--- src/rtl/ecg_pkg.sv ---
// Shared types and constants for the ECG sample scheduler.
package ecg_pkg;

    // Acquisition FSM; the encoding is visible on the state_o debug port.
    typedef enum logic [1:0] {
        IDLE  = 2'd0,
        ARM   = 2'd1,
        RUN   = 2'd2,
        DRAIN = 2'd3
    } ecg_state_t;

    localparam int ECG_DATA_W     = 32;
    localparam int ECG_DIV_W      = 16;
    localparam int ECG_WIN_LEN    = 256;
    localparam int ECG_FIFO_DEPTH = 4;

    localparam logic [15:0] OVF_MAX = 16'hFFFF;

    // Saturating increment for the dropped-sample counter.
    function automatic logic [15:0] sat_inc(input logic [15:0] v);
        return (v == OVF_MAX) ? v : v + 16'd1;
    endfunction

endpackage

--- src/rtl/ecg_sched_fifo.sv ---
// Small synchronous FIFO holding {window tag, sample}.
// Simultaneous push and pop is accepted at any occupancy, including full.
// The head is read straight out of the storage registers, so a word
// pushed into an empty FIFO becomes visible on the following cycle.
module ecg_sched_fifo
    import ecg_pkg::*;
#(
    parameter int WIDTH = ECG_DATA_W + 1,
    parameter int DEPTH = ECG_FIFO_DEPTH
) (
    input  logic             clk,
    input  logic             rst,
    input  logic             push,
    input  logic [WIDTH-1:0] wdata,
    input  logic             pop,
    output logic [WIDTH-1:0] rdata,
    output logic             full,
    output logic             empty
);

    localparam int AW = $clog2(DEPTH);
    localparam logic [AW:0] CNT_FULL = DEPTH[AW:0];

    logic [WIDTH-1:0] mem [DEPTH];
    logic [AW-1:0]    wr_ptr;
    logic [AW-1:0]    rd_ptr;
    logic [AW:0]      count;
    logic             push_ok;
    logic             pop_ok;

    assign full    = (count == CNT_FULL);
    assign empty   = (count == '0);
    assign pop_ok  = pop && !empty;
    assign push_ok = push && (!full || pop_ok);
    assign rdata   = mem[rd_ptr];

    // Storage write; contents need no reset because pointers define validity.
    always_ff @(posedge clk) begin
        if (push_ok) begin
            mem[wr_ptr] <= wdata;
        end
    end

    // Pointer and occupancy tracking; reset flushes the FIFO.
    always_ff @(posedge clk) begin
        if (rst) begin
            wr_ptr <= '0;
            rd_ptr <= '0;
            count  <= '0;
        end else begin
            if (push_ok) begin
                wr_ptr <= wr_ptr + AW'(1);
            end
            if (pop_ok) begin
                rd_ptr <= rd_ptr + AW'(1);
            end
            case ({push_ok, pop_ok})
                2'b10:   count <= count + (AW+1)'(1);
                2'b01:   count <= count - (AW+1)'(1);
                default: count <= count;
            endcase
        end
    end

endmodule

--- src/rtl/ecg_sample_scheduler.sv ---
// Paces the ECG sample source with a programmable tick, buffers samples
// and hands them downstream, tagging the last sample of each window.
//
// Handshake: m_valid is high whenever the buffer holds a sample; a
// transfer happens on any cycle with m_valid and m_ready both high, and
// m_data/m_last hold steady while m_valid is high and m_ready is low.
module ecg_sample_scheduler
    import ecg_pkg::*;
#(
    parameter int DATA_W     = ECG_DATA_W,
    parameter int DIV_W      = ECG_DIV_W,
    parameter int WIN_LEN    = ECG_WIN_LEN,
    parameter int FIFO_DEPTH = ECG_FIFO_DEPTH
) (
    input  logic              clk,
    input  logic              rst,
    input  logic              start,
    input  logic              stop,
    input  logic [DIV_W-1:0]  div_cfg,
    output logic              src_en,
    input  logic [DATA_W-1:0] src_data,
    output logic              m_valid,
    input  logic              m_ready,
    output logic [DATA_W-1:0] m_data,
    output logic              m_last,
    output logic              win_done,
    output logic              busy,
    output logic [15:0]       ovf_cnt,
    output logic [1:0]        state_o
);

    localparam int WIN_W = $clog2(WIN_LEN);
    localparam logic [WIN_W-1:0] WIN_LAST = WIN_W'(WIN_LEN - 1);

    ecg_state_t        state;
    ecg_state_t        state_nxt;
    logic [DIV_W-1:0]  latched_div;
    logic [DIV_W-1:0]  div_cnt;
    logic [WIN_W-1:0]  win_idx;
    logic [15:0]       ovf_q;
    logic              win_done_q;

    logic              tick;
    logic              push;
    logic              pop;
    logic              drop;
    logic              fifo_full;
    logic              fifo_empty;
    logic [DATA_W:0]   fifo_wdata;
    logic [DATA_W:0]   fifo_rdata;

    assign tick       = (state == RUN) && (div_cnt == '0);
    assign pop        = !fifo_empty && m_ready;
    assign push       = tick && (!fifo_full || pop);
    assign drop       = tick && fifo_full && !pop;
    assign fifo_wdata = {(win_idx == WIN_LAST), src_data};

    assign src_en   = tick;
    assign m_valid  = !fifo_empty;
    assign m_data   = m_valid ? fifo_rdata[DATA_W-1:0] : '0;
    assign m_last   = m_valid && fifo_rdata[DATA_W];
    assign win_done = win_done_q;
    assign busy     = (state != IDLE);
    assign ovf_cnt  = ovf_q;
    assign state_o  = state;

    // State register.
    always_ff @(posedge clk) begin
        if (rst) begin
            state <= IDLE;
        end else begin
            state <= state_nxt;
        end
    end

    // Next-state logic: ARM lasts one cycle; DRAIN exits once the buffer is empty.
    always_comb begin
        state_nxt = state;
        case (state)
            IDLE:    if (start) state_nxt = ARM;
            ARM:     state_nxt = stop ? DRAIN : RUN;
            RUN:     if (stop) state_nxt = DRAIN;
            DRAIN:   if (fifo_empty) state_nxt = IDLE;
            default: state_nxt = IDLE;
        endcase
    end

    // Capture the divider on start; a zero divider means a tick every cycle.
    always_ff @(posedge clk) begin
        if (rst) begin
            latched_div <= '0;
        end else if (state == IDLE && start) begin
            latched_div <= (div_cfg == '0) ? DIV_W'(1) : div_cfg;
        end
    end

    // Divider: loaded in ARM, counts down in RUN, ticks and reloads at zero.
    always_ff @(posedge clk) begin
        if (rst) begin
            div_cnt <= '0;
        end else if (state == ARM) begin
            div_cnt <= latched_div - DIV_W'(1);
        end else if (state == RUN) begin
            if (div_cnt == '0) begin
                div_cnt <= latched_div - DIV_W'(1);
            end else begin
                div_cnt <= div_cnt - DIV_W'(1);
            end
        end
    end

    // Window index advances only on samples that actually enter the buffer.
    always_ff @(posedge clk) begin
        if (rst || state == ARM) begin
            win_idx <= '0;
        end else if (push) begin
            win_idx <= (win_idx == WIN_LAST) ? '0 : win_idx + WIN_W'(1);
        end
    end

    // Dropped-sample counter, saturating.
    always_ff @(posedge clk) begin
        if (rst || state == ARM) begin
            ovf_q <= '0;
        end else if (drop) begin
            ovf_q <= sat_inc(ovf_q);
        end
    end

    // Window-complete pulse, one cycle after the tagged sample is accepted.
    always_ff @(posedge clk) begin
        if (rst) begin
            win_done_q <= 1'b0;
        end else begin
            win_done_q <= pop && fifo_rdata[DATA_W];
        end
    end

    ecg_sched_fifo #(
        .WIDTH (DATA_W + 1),
        .DEPTH (FIFO_DEPTH)
    ) u_fifo (
        .clk   (clk),
        .rst   (rst),
        .push  (push),
        .wdata (fifo_wdata),
        .pop   (pop),
        .rdata (fifo_rdata),
        .full  (fifo_full),
        .empty (fifo_empty)
    );

endmodule
--- config.mk ---
export PLATFORM = sky130hd
export DESIGN_NAME = ecg_sample_scheduler
export DESIGN_NICKNAME = d
export VERILOG_FILES = /design/src/rtl/ecg_pkg.sv /design/src/rtl/ecg_sched_fifo.sv /design/src/rtl/ecg_sample_scheduler.sv
export SDC_FILE = /design/constraint.sdc
export NUM_CORES = 1
export LEC_CHECK = 0
export ABC_AREA = 1
export CORE_UTILIZATION = 56
export DETAILED_ROUTE_END_ITERATION = 16
export PLACE_DENSITY = 0.84
export SLEW_MARGIN = 20
export SYNTH_ARGS = -nofsm -noshare
export SYNTH_HDL_FRONTEND = slang
export SYNTH_SLANG_ARGS = --single-unit
--- constraint.sdc ---
create_clock -name clk -period 4 [get_ports clk]
set_input_delay 0.8 -clock clk [delete_from_list [all_inputs] [get_ports clk]]
set_output_delay 0.8 -clock clk [all_outputs]
set_load 0.1 [all_outputs]
## Word-level counts from Yosys, hierarchy flattened

Memory sizes are Yosys's and may differ from the RTL's. A register that Yosys moved wholly into a read port is not among the register bits.
Cells that the tools add are included.

- Add/subtract/negate cells: 8
- Eq/ne operators: 11
- Multiplexer cells: 16
- Bitwise operators: 1
- Reductions and logical operators: 25

Operators by type and width:

| operator | count |
|---|---|
| $mux W16 | 4 |
| $logic_not A16 Y1 | 2 |
| $mux W32 | 1 |
| $sub A16 B1 Y16 const B | 2 |
| $add A16 B1 Y16 const B | 1 |
| $eq A16 B16 Y1 const B | 1 |
| $logic_and A1 B1 Y1 | 10 |
| $mux W2 | 5 |
| $add A8 B1 Y8 const B | 1 |
| $eq A8 B8 Y1 const B | 1 |
| $mux W8 | 1 |
| $pmux W2 S4 | 1 |
| $eq A2 B2 Y1 const B | 3 |
| $ne A2 B2 Y1 const B | 3 |
| $pmux W3 S2 | 1 |
| $reduce_bool A2 Y1 | 3 |
| $add A2 B1 Y2 const B | 2 |
| $eq A2 B1 Y1 const B | 2 |
| $add A3 B1 Y3 const B | 1 |
| $eq A3 B3 Y1 const B | 1 |
| $logic_not A1 Y1 | 3 |
| $logic_not A3 Y1 | 1 |
| $logic_or A1 B1 Y1 | 3 |
| $mux W1 | 3 |
| other kinds (5) | 5 |

- Flip-flop bits (word level): 66
- RAM bits: 132
- Input bits: 53
- Logic and storage cells: 71
- Memories: 1

Memories:

| memory | depth | width | read ports | clocked after Yosys merged registers in | write ports | RTL line | source |
|---|---|---|---|---|---|---|---|
| u_fifo.mem | 4 | 33 | 1 | 1 | 1 | ecg_sched_fifo.sv:24 | `logic [WIDTH-1:0] mem [DEPTH];` |

## Depth between registers and ports, before layout

Gate-level depths: netlist of run 1.

- Depth in word-level cells: 8
- Gate-level depth with buffers: 15

## Modules after synthesis

Synthesis of run 1 repeated with hierarchy kept, for this count alone.

- Cells, all modules: 1037
- Area total of the unflattened synthesis: 9380.2 um2

By module, submodules not included:

| module | times used | cells each | area an instance (um2) |
|---|---|---|---|
| ecg_sched_fifo | 1 | 386 | 5356.4 |
| ecg_sample_scheduler | 1 | 651 | 4023.9 |

## Least setup slack after synthesis of run 1

Ideal clock, no wire load.

- Kind: register to register
- Start: register state[1] (netlist: state_o[1])
- End: memory u_fifo.mem[0][0] (netlist name) (enable)
- Setup time: 423 ps
- Arrival: 3719 ps
- Required time: 3577 ps
- Path slack: -142 ps
- Cell stages (with the launch flop): 7
- Path buffers: 1
- Clock period less this slack: 4142 ps
- Cell sequence: dfxtp_1 -> ha_1 -> inv_1 -> nor2_4 -> nand2_2 -> buf_6 -> nor2_1

- Longest elaborated chain between the ends: 6

Ends and longest elaborated chain:

| element | RTL line | source |
|---|---|---|
| start: declaration | ecg_sample_scheduler.sv:35 | `ecg_state_t state;` |
| start signal: assignment | ecg_sample_scheduler.sv:72 | `state <= state_nxt;` |
| $eq A2 B2 Y1 | ecg_sample_scheduler.sv:52 | `assign tick = (state == RUN) && (div_cnt == '0);` |
| $logic_and A1 B1 Y1 | ecg_sample_scheduler.sv:52 |  |
| net src_en | ecg_sample_scheduler.sv:20 | `output logic src_en,` |
| $logic_and A1 B1 Y1 | ecg_sample_scheduler.sv:54 | `assign push = tick && (!fifo_full \|\| pop);` |
| $logic_and A1 B1 Y1 | ecg_sched_fifo.sv:34 | `assign push_ok = push && (!full \|\| pop_ok);` |
| $mux W1 | ecg_sched_fifo.sv:39 | `if (push_ok) begin` |
| $mux W1 (not written as such) | ecg_sched_fifo.sv:40 | `mem[wr_ptr] <= wdata;` |
| end: declaration | ecg_sched_fifo.sv:24 |  |

The timed path passes the listed nets, and every way through them passes these cells.

## Worst setup path after layout of run 1

- Start: register u_fifo.count[1]
- End: output m_valid

- Longest elaborated chain between the ends: 2

Ends and longest elaborated chain:

| element | RTL line | source |
|---|---|---|
| start: declaration | ecg_sched_fifo.sv:27 | `logic [AW:0] count;` |
| start signal: assignment | ecg_sched_fifo.sv:58 | `2'b10: count <= count + (AW+1)'(1);` |
| start signal: assignment | ecg_sched_fifo.sv:59 | `2'b01: count <= count - (AW+1)'(1);` |
| start signal: assignment | ecg_sched_fifo.sv:60 | `default: count <= count;` |
| $logic_not A3 Y1 | ecg_sched_fifo.sv:32 | `assign empty = (count == '0);` |
| $logic_not A1 Y1 | ecg_sample_scheduler.sv:59 | `assign m_valid = !fifo_empty;` |
| end: declaration | ecg_sample_scheduler.sv:22 | `output logic m_valid,` |

Every way passes these cells.

==> results of run 1 <==
cell usage in the layout, fill, tap and decap left out, drive strengths merged, types with 3 or more instances in the layout:
master,count
nor2,228
a21oi,87
xor2,16
buf,43
nand3,55
nor4,4
o21ai,93
nand2,145
clkbuf,17
a211oi,11
edfxtp,132
nand4,15
xnor2,10
dfxtp,68
ha,15
clkinvlp,3
nor3,13
inv,86
clkdlybuf4s50,73
worst max-delay path, stage by stage, from the launching register on:
cell             delay, ns
dfxtp_1               0.33
inv_2                 0.09
nand2_4               0.09
nor2_8                0.45
inv_2                 0.14
clkdlybuf4s50_1       1.00
power by group through the flow:
stage / Combinational, uW / Sequential, uW / Clock (uW)
2_1_floorplan: 1950 / 2540 / 0
3_3_place_gp: 2640 / 2500 / 0
3_5_place_dp: 2680 / 2500 / 0
4_1_cts: 2710 / 2460 / 1670
5_1_grt: 2960 / 2480 / 1750
6_report: 2720 / 2460 / 1660
worst min-delay path by stage:
stage                                   to  depth (start not counted)
after floorplan                  flip-flop                          2
after global placement    u_fifo.rd_ptr[0]                          1
after detailed placement  u_fifo.rd_ptr[1]                          2
after CTS                 u_fifo.rd_ptr[1]                          2
after global routing      u_fifo.rd_ptr[1]                          2
final                     u_fifo.rd_ptr[1]                          2
state kept, by name, indices dropped and copies added, names as in the netlist, named ones only:
signal         cells
win_done           1
u_fifo.mem       132
ovf_cnt           16
u_fifo.rd_ptr      2
win_idx            8
state_o            2
latched_div       16
u_fifo.wr_ptr      2
u_fifo.count       3
div_cnt           16
through the flow:
| step | hold WS [ns] | TNS, ns |
|---|---|---|
| final | 0.491 | 0 |
| after detailed placement | 0.473 | 0 |
| after floorplan | 0.436 | -18.78 |
| after global routing | 0.503 | 0 |
| after CTS | 0.486 | 0 |
| after global placement | 0.461 | 0 |
cell type report:
class                      count  area share
clock buffer                  17      0.0370
clock inverter                15      0.0124
tap                          216      0.0235
timing repair buffer         116       0.128
inverter                      75      0.0247
sequential                   200       0.464
multi-input combinational    698       0.311
cell families after synthesis:
kind of cell / share of synthesized area
and+or+nand+nor: 0.225
DFF: 0.570
adders and majority gates: 0.0222
buffers and inverters: 0.0509
xor gates and xnor gates: 0.0244
AOI/OAI and AO/OA: 0.108
routing by layer:
layer | routed length [um] | up-vias | track usage
met5 | 0 | - | 0
met4 | 299 | 0 | 0.0758
met3 | 1330 | 31 | 0.0486
met2 | 9820 | 286 | 0.412
met1 | 8860 | 3489 | 0.309
li1 | - | 3613 | -
==> results by group, run 1 <==
Status
  • Status: finished clean

Critical path
  • Data required time of the critical path: 3.20 ns
  • Worst Setup SP: u_fifo.count[1]
  • CP Capture Type: output pin
  • Crit start category: flip-flop
  • Register-to-Register Path Depth: 12
  • Setup CP Type: flip-flop to output pin
  • Reg-to-reg slack, setup: 1.36 ns
  • Crit Reg-Reg Endpoint: u_fifo.count[2]
  • Worst setup path end: m_valid
  • Reg2reg start: state_o[0]
  • Peak fanout along the critical path: 34
  • Arr. time, crit path: 2.54 ns

Clocking
  • Setup bufs post-CTS: 0
  • Clk slew on worst S/H paths: 0.07 ns
  • Root Buffer: clkbuf_16
  • Clock Path Buffers: 2
  • TritonCTS buffer count: 17
  • # hold bufs at CTS: 0
  • Clk_lat worst skew: 0.44 ns
  • CTS resizes: 0
  • TritonCTS Sinks: 200
  • # H-tree levels: 4
  • TritonCTS clock tree: done

Cells and area
  • Non-Filler Instances: 1337
  • Area used by multi-input combinational logic: 0.00357 mm2
  • Storage cell area: 0.00533 mm2
  • Finished Cell Area: 0.0115 mm2
  • # diodes: 0
  • Layout Utilization: 0.715
  • Area Overhead vs Synth: 23.0%
  • Layout cells sized above 1: 0.107
  • Filler Cell Count: 1108
  • Nets@finish: 1177

Yosys
  • Post-synth EDFFs: 132
  • Synth Net Count: 1083
  • Commonest cells post-synth: nor2_1, nand2_1, edfxtp_1, o21ai_0, a21oi_1
  • Seq/Total Area, Yosys: 0.570
  • Share of the synthesized area in the top cell type: 0.424
  • Post-synth top area cell: edfxtp_1
  • Most numerous cell in the Yosys netlist: nor2_1
  • Async set-reset flop share out of synthesis: 0
  • Mean post-synth cell area: 9.21 um2
  • Top_reg_cell synth: edfxtp_1
  • Synth area leaders: edfxtp_1, dfxtp_1, nor2_1
  • Warning count from the yosys run: 0
  • Synthesized cell area: 0.00934 mm2
  • Post-Synthesis Cells: 1014
  • Flops & latches, synth: 200
  • Yosys cell types: 41

Power
  • Comb power frac: 0.398
  • Total chip power: 6840 uW
  • VDD IR max: 0.643 mV
  • Clock power frac: 0.243
  • Switch share: 0.412
  • Psw: 2820 uW
  • Pleak: 0.00418 uW
  • Cell area power density: 596 mW/mm2
  • Part of the power in registers: 0.359
  • Pint: 4030 uW

Place
  • DP Cell Count: 1305
  • Dpl ws: 0.701 ns
  • RD Place Congestion: 0.919
  • Placed instance area: 0.0109 mm2
  • Hpwl dp: 12.9 mm
  • Count of buffers from port buffering: 107

Global routing
  • Vias in the first global route: 7038
  • GRT Total Usage: 0.242
  • Remaining Overflow, GRT: 0
  • Initial antenna violation count: 0
  • Largest net degree at the start of global routing: 67
  • First-pass GRT wire length: 33.4 mm

STA
  • Slew Limit Fails: 0
  • Worst Max-Slew Pin Slew: 0.981 ns
  • Worst slew margin: 0.344
  • RSZ-0062 raised after global routing: no
  • Final number of hold-violating endpoints: 0
  • Final Critical Period: 3.34 ns
  • Worst Slack Setup Final: 0.665 ns
  • Final period util: 0.834
  • F_max: 300 MHz
  • Skew final: 0.0115 ns
  • Final setup violation count: 0

Worst hold path
  • Min-delay src: u_fifo.rd_ptr[1]
  • Hold Path Class: flip-flop to flip-flop

Floorplanning
  • Area of the die: 0.0172 mm2
  • Io pins: 108
  • Die height: 131 um
  • Num rows: 46
  • Initial core utilization: 0.582
  • Chip width: 131 um
  • Core area: 0.0161 mm2

Detailed routing
  • Drt drc: 0
  • Vias per cell: 5.55
  • Drt wl/cell: 15.2 um
  • DR vias: 7419
  • DR iter-0 viols: 587
  • WL final: 20.3 mm
  • DRT Pass-1 Iters: 6
  • Antenna Nets Post-Route: 0

Job
  • Max-Cap Viols: 0
(Power assumes the default switching activity.)
==> inputs of run 2 (changes only) <==
==> constraint.sdc (replaced) <==
create_clock -name clk -period 3.3 [get_ports clk]
set_input_delay 0.66 -clock clk [delete_from_list [all_inputs] [get_ports clk]]
set_output_delay 0.66 -clock clk [all_outputs]
set_load 0.1 [all_outputs]
==> run 2 against run 1 <==
  * Sequential share of layout area down 0.15 points
  * Combinational power up 21%
  * Utilization up 0.23 points
  * Critical path type unchanged
  * Non-clock buffer count up 8
  * Final area up 0.33%
  * Flip-flop and latch count unchanged
  * Via count down 0.42%
  * Clock skew up 0.0022 ns
  * Sequential power up 22%
  * Largest cell class unchanged
==> results by group, run 2 (same netlist as run 1, synthesis figures left out) <==
STA
  • Setup TNS: 0 ns
  • Final setup violation count: 0
  • Final number of hold-violating endpoints: 0
  • F_max: 339 MHz
  • Slew Limit Fails: 0
  • Worst slew margin: 0.526
  • Skew final: 0.0137 ns
  • Worst Max-Slew Pin Slew: 0.710 ns
  • Final period util: 0.894
  • Final Critical Period: 2.95 ns
  • RSZ-0062 raised after global routing: no

Floorplanning
  • Num rows: 46
  • Chip width: 131 um
  • Core area: 0.0161 mm2
  • Die height: 131 um
  • Area of the die: 0.0172 mm2
  • Io pins: 108
  • Initial core utilization: 0.582

Cells and area
  • Register with the most flip-flops: u_fifo.mem
  • Layout cells sized above 1: 0.131
  • Most frequent cells in the layout: nor2_1, nand2_1, edfxtp_1
  • # diodes: 0
  • Nets@finish: 1185
  • Max reg flops: 132
  • Area Overhead vs Synth: 23.4%
  • Commonest non-fill, non-tap cell in the layout: nor2_1
  • Non-Filler Instances: 1345
  • Finished Cell Area: 0.0115 mm2

Global routing
  • Initial antenna violation count: 1
  • Remaining Overflow, GRT: 0
  • First-pass GRT wire length: 33.6 mm
  • GRT Total Usage: 0.243
  • Largest net degree at the start of global routing: 39
  • Vias in the first global route: 7059

Clocking
  • Clk_lat worst skew: 0.43 ns
  • TritonCTS clock tree: done
  • # H-tree levels: 4
  • Clock Path Buffers: 2
  • Clk slew on worst S/H paths: 0.07 ns
  • # hold bufs at CTS: 0
  • Setup bufs post-CTS: 0
  • TritonCTS Sinks: 200
  • Root Buffer: clkbuf_16
  • CTS resizes: 0
  • TritonCTS buffer count: 17

Power
  • VDD IR max: 0.820 mV
  • Pleak: 0.00428 uW
  • Cell area power density: 722 mW/mm2
  • Pint: 4960 uW
  • Switch share: 0.404
  • Comb power frac: 0.394
  • Part of the power in registers: 0.360
  • Psw: 3360 uW
  • Clock power frac: 0.245

Place
  • RD Place Congestion: 0.896
  • Placed instance area: 0.0109 mm2
  • DP Cell Count: 1313
  • Hpwl dp: 13.5 mm
  • Count of buffers from port buffering: 107

Critical path
  • CP Buf/Inv Count: 3
  • CP top delay family: buffers and inverters
  • Slowest cell on crit path: buf_4
  • Crit path cell chain: clkinv_1 -> buf_4 -> nor2_1 -> o21ai_0 -> a21oi_1 -> buf_12
  • Data required time of the critical path: 2.64 ns
  • Largest stage delay on the critical path: 0.37 ns
  • Arr. time, crit path: 2.29 ns
  • Setup CP Type: flip-flop to output pin
  • Crit start category: flip-flop
  • Peak fanout along the critical path: 22
  • CP Capture Type: output pin

Detailed routing
  • Antenna Nets Post-Route: 0
  • DR iter-0 viols: 612
  • DRT Pass-1 Iters: 5
  • WL final: 20.2 mm
  • DR vias: 7388
  • Drt drc: 0
  • Vias per cell: 5.49
  • Drt wl/cell: 15.0 um

Job
  • Max-Cap Viols: 0

Worst hold path
  • Hold Path Class: flip-flop to flip-flop

Status
  • Status: finished clean
-- run 2: power by group through the flow --
| stage | registers [uW] | clock network (uW) | logic [uW] |
|---|---|---|---|
| floorplan | 3080 | 0 | 2360 |
| global route | 3020 | 2160 | 3600 |
| global placement | 3040 | 0 | 3200 |
| detailed placement | 3050 | 0 | 3260 |
| CTS | 3000 | 2060 | 3280 |
| finish | 3000 | 2040 | 3280 |
-- run 2: worst paths after layout --
check / to / from / depth (start not counted) / slack, ns
worst max-delay path: m_data[27] / flip-flop / 6 / 0.35
worst min-delay path: div_cnt[14] / div_cnt[14] / 2 / 0.48
worst max register to register: u_fifo.mem[0][32] / div_cnt[0] / 10 / 0.89
worst min register to register: div_cnt[14] / div_cnt[14] / 2 / 0.48
-- run 2: tightest hold or removal path: cells and delay by family, from the launching register on --
| family | cells | cell delay (ns) |
|---|---|---|
| and+or+nand+nor | 1 | 0.06 |
| DFF | 1 | 0.32 |
| AOI/OAI and AO/OA | 1 | 0.06 |
-- run 2: final cells by class --
cell class / instances / area (um2)
fillers: 1101 / 4530
clock buffers: 17 / 425
clock inverters: 15 / 160
well taps: 216 / 270
multi-input cells: 698 / 3570
inverters: 75 / 284
repair buffers: 124 / 1490
flip-flops and latches: 200 / 5330
-- run 2: per-stage QoR --
step	worst slack, ns	total power, uW	utilization	hold slack [ns]
2_1_floorplan	-0.284	5440	-	0.436
3_3_place_gp	0.555	6240	0.681	0.461
3_5_place_dp	0.491	6310	0.681	0.478
4_1_cts	0.313	8340	0.718	0.489
5_1_grt	0.185	8770	0.718	0.498
6_report	0.349	8320	0.718	0.484
-- run 2: routing by layer --
layer  routed length, um  vias up  GRT usage
met1                8840     3482      0.315
met5                  11        -          0
met4                 232        2     0.0699
li1                    -     3625          -
met3                1150       25     0.0482
met2               10000      254      0.412
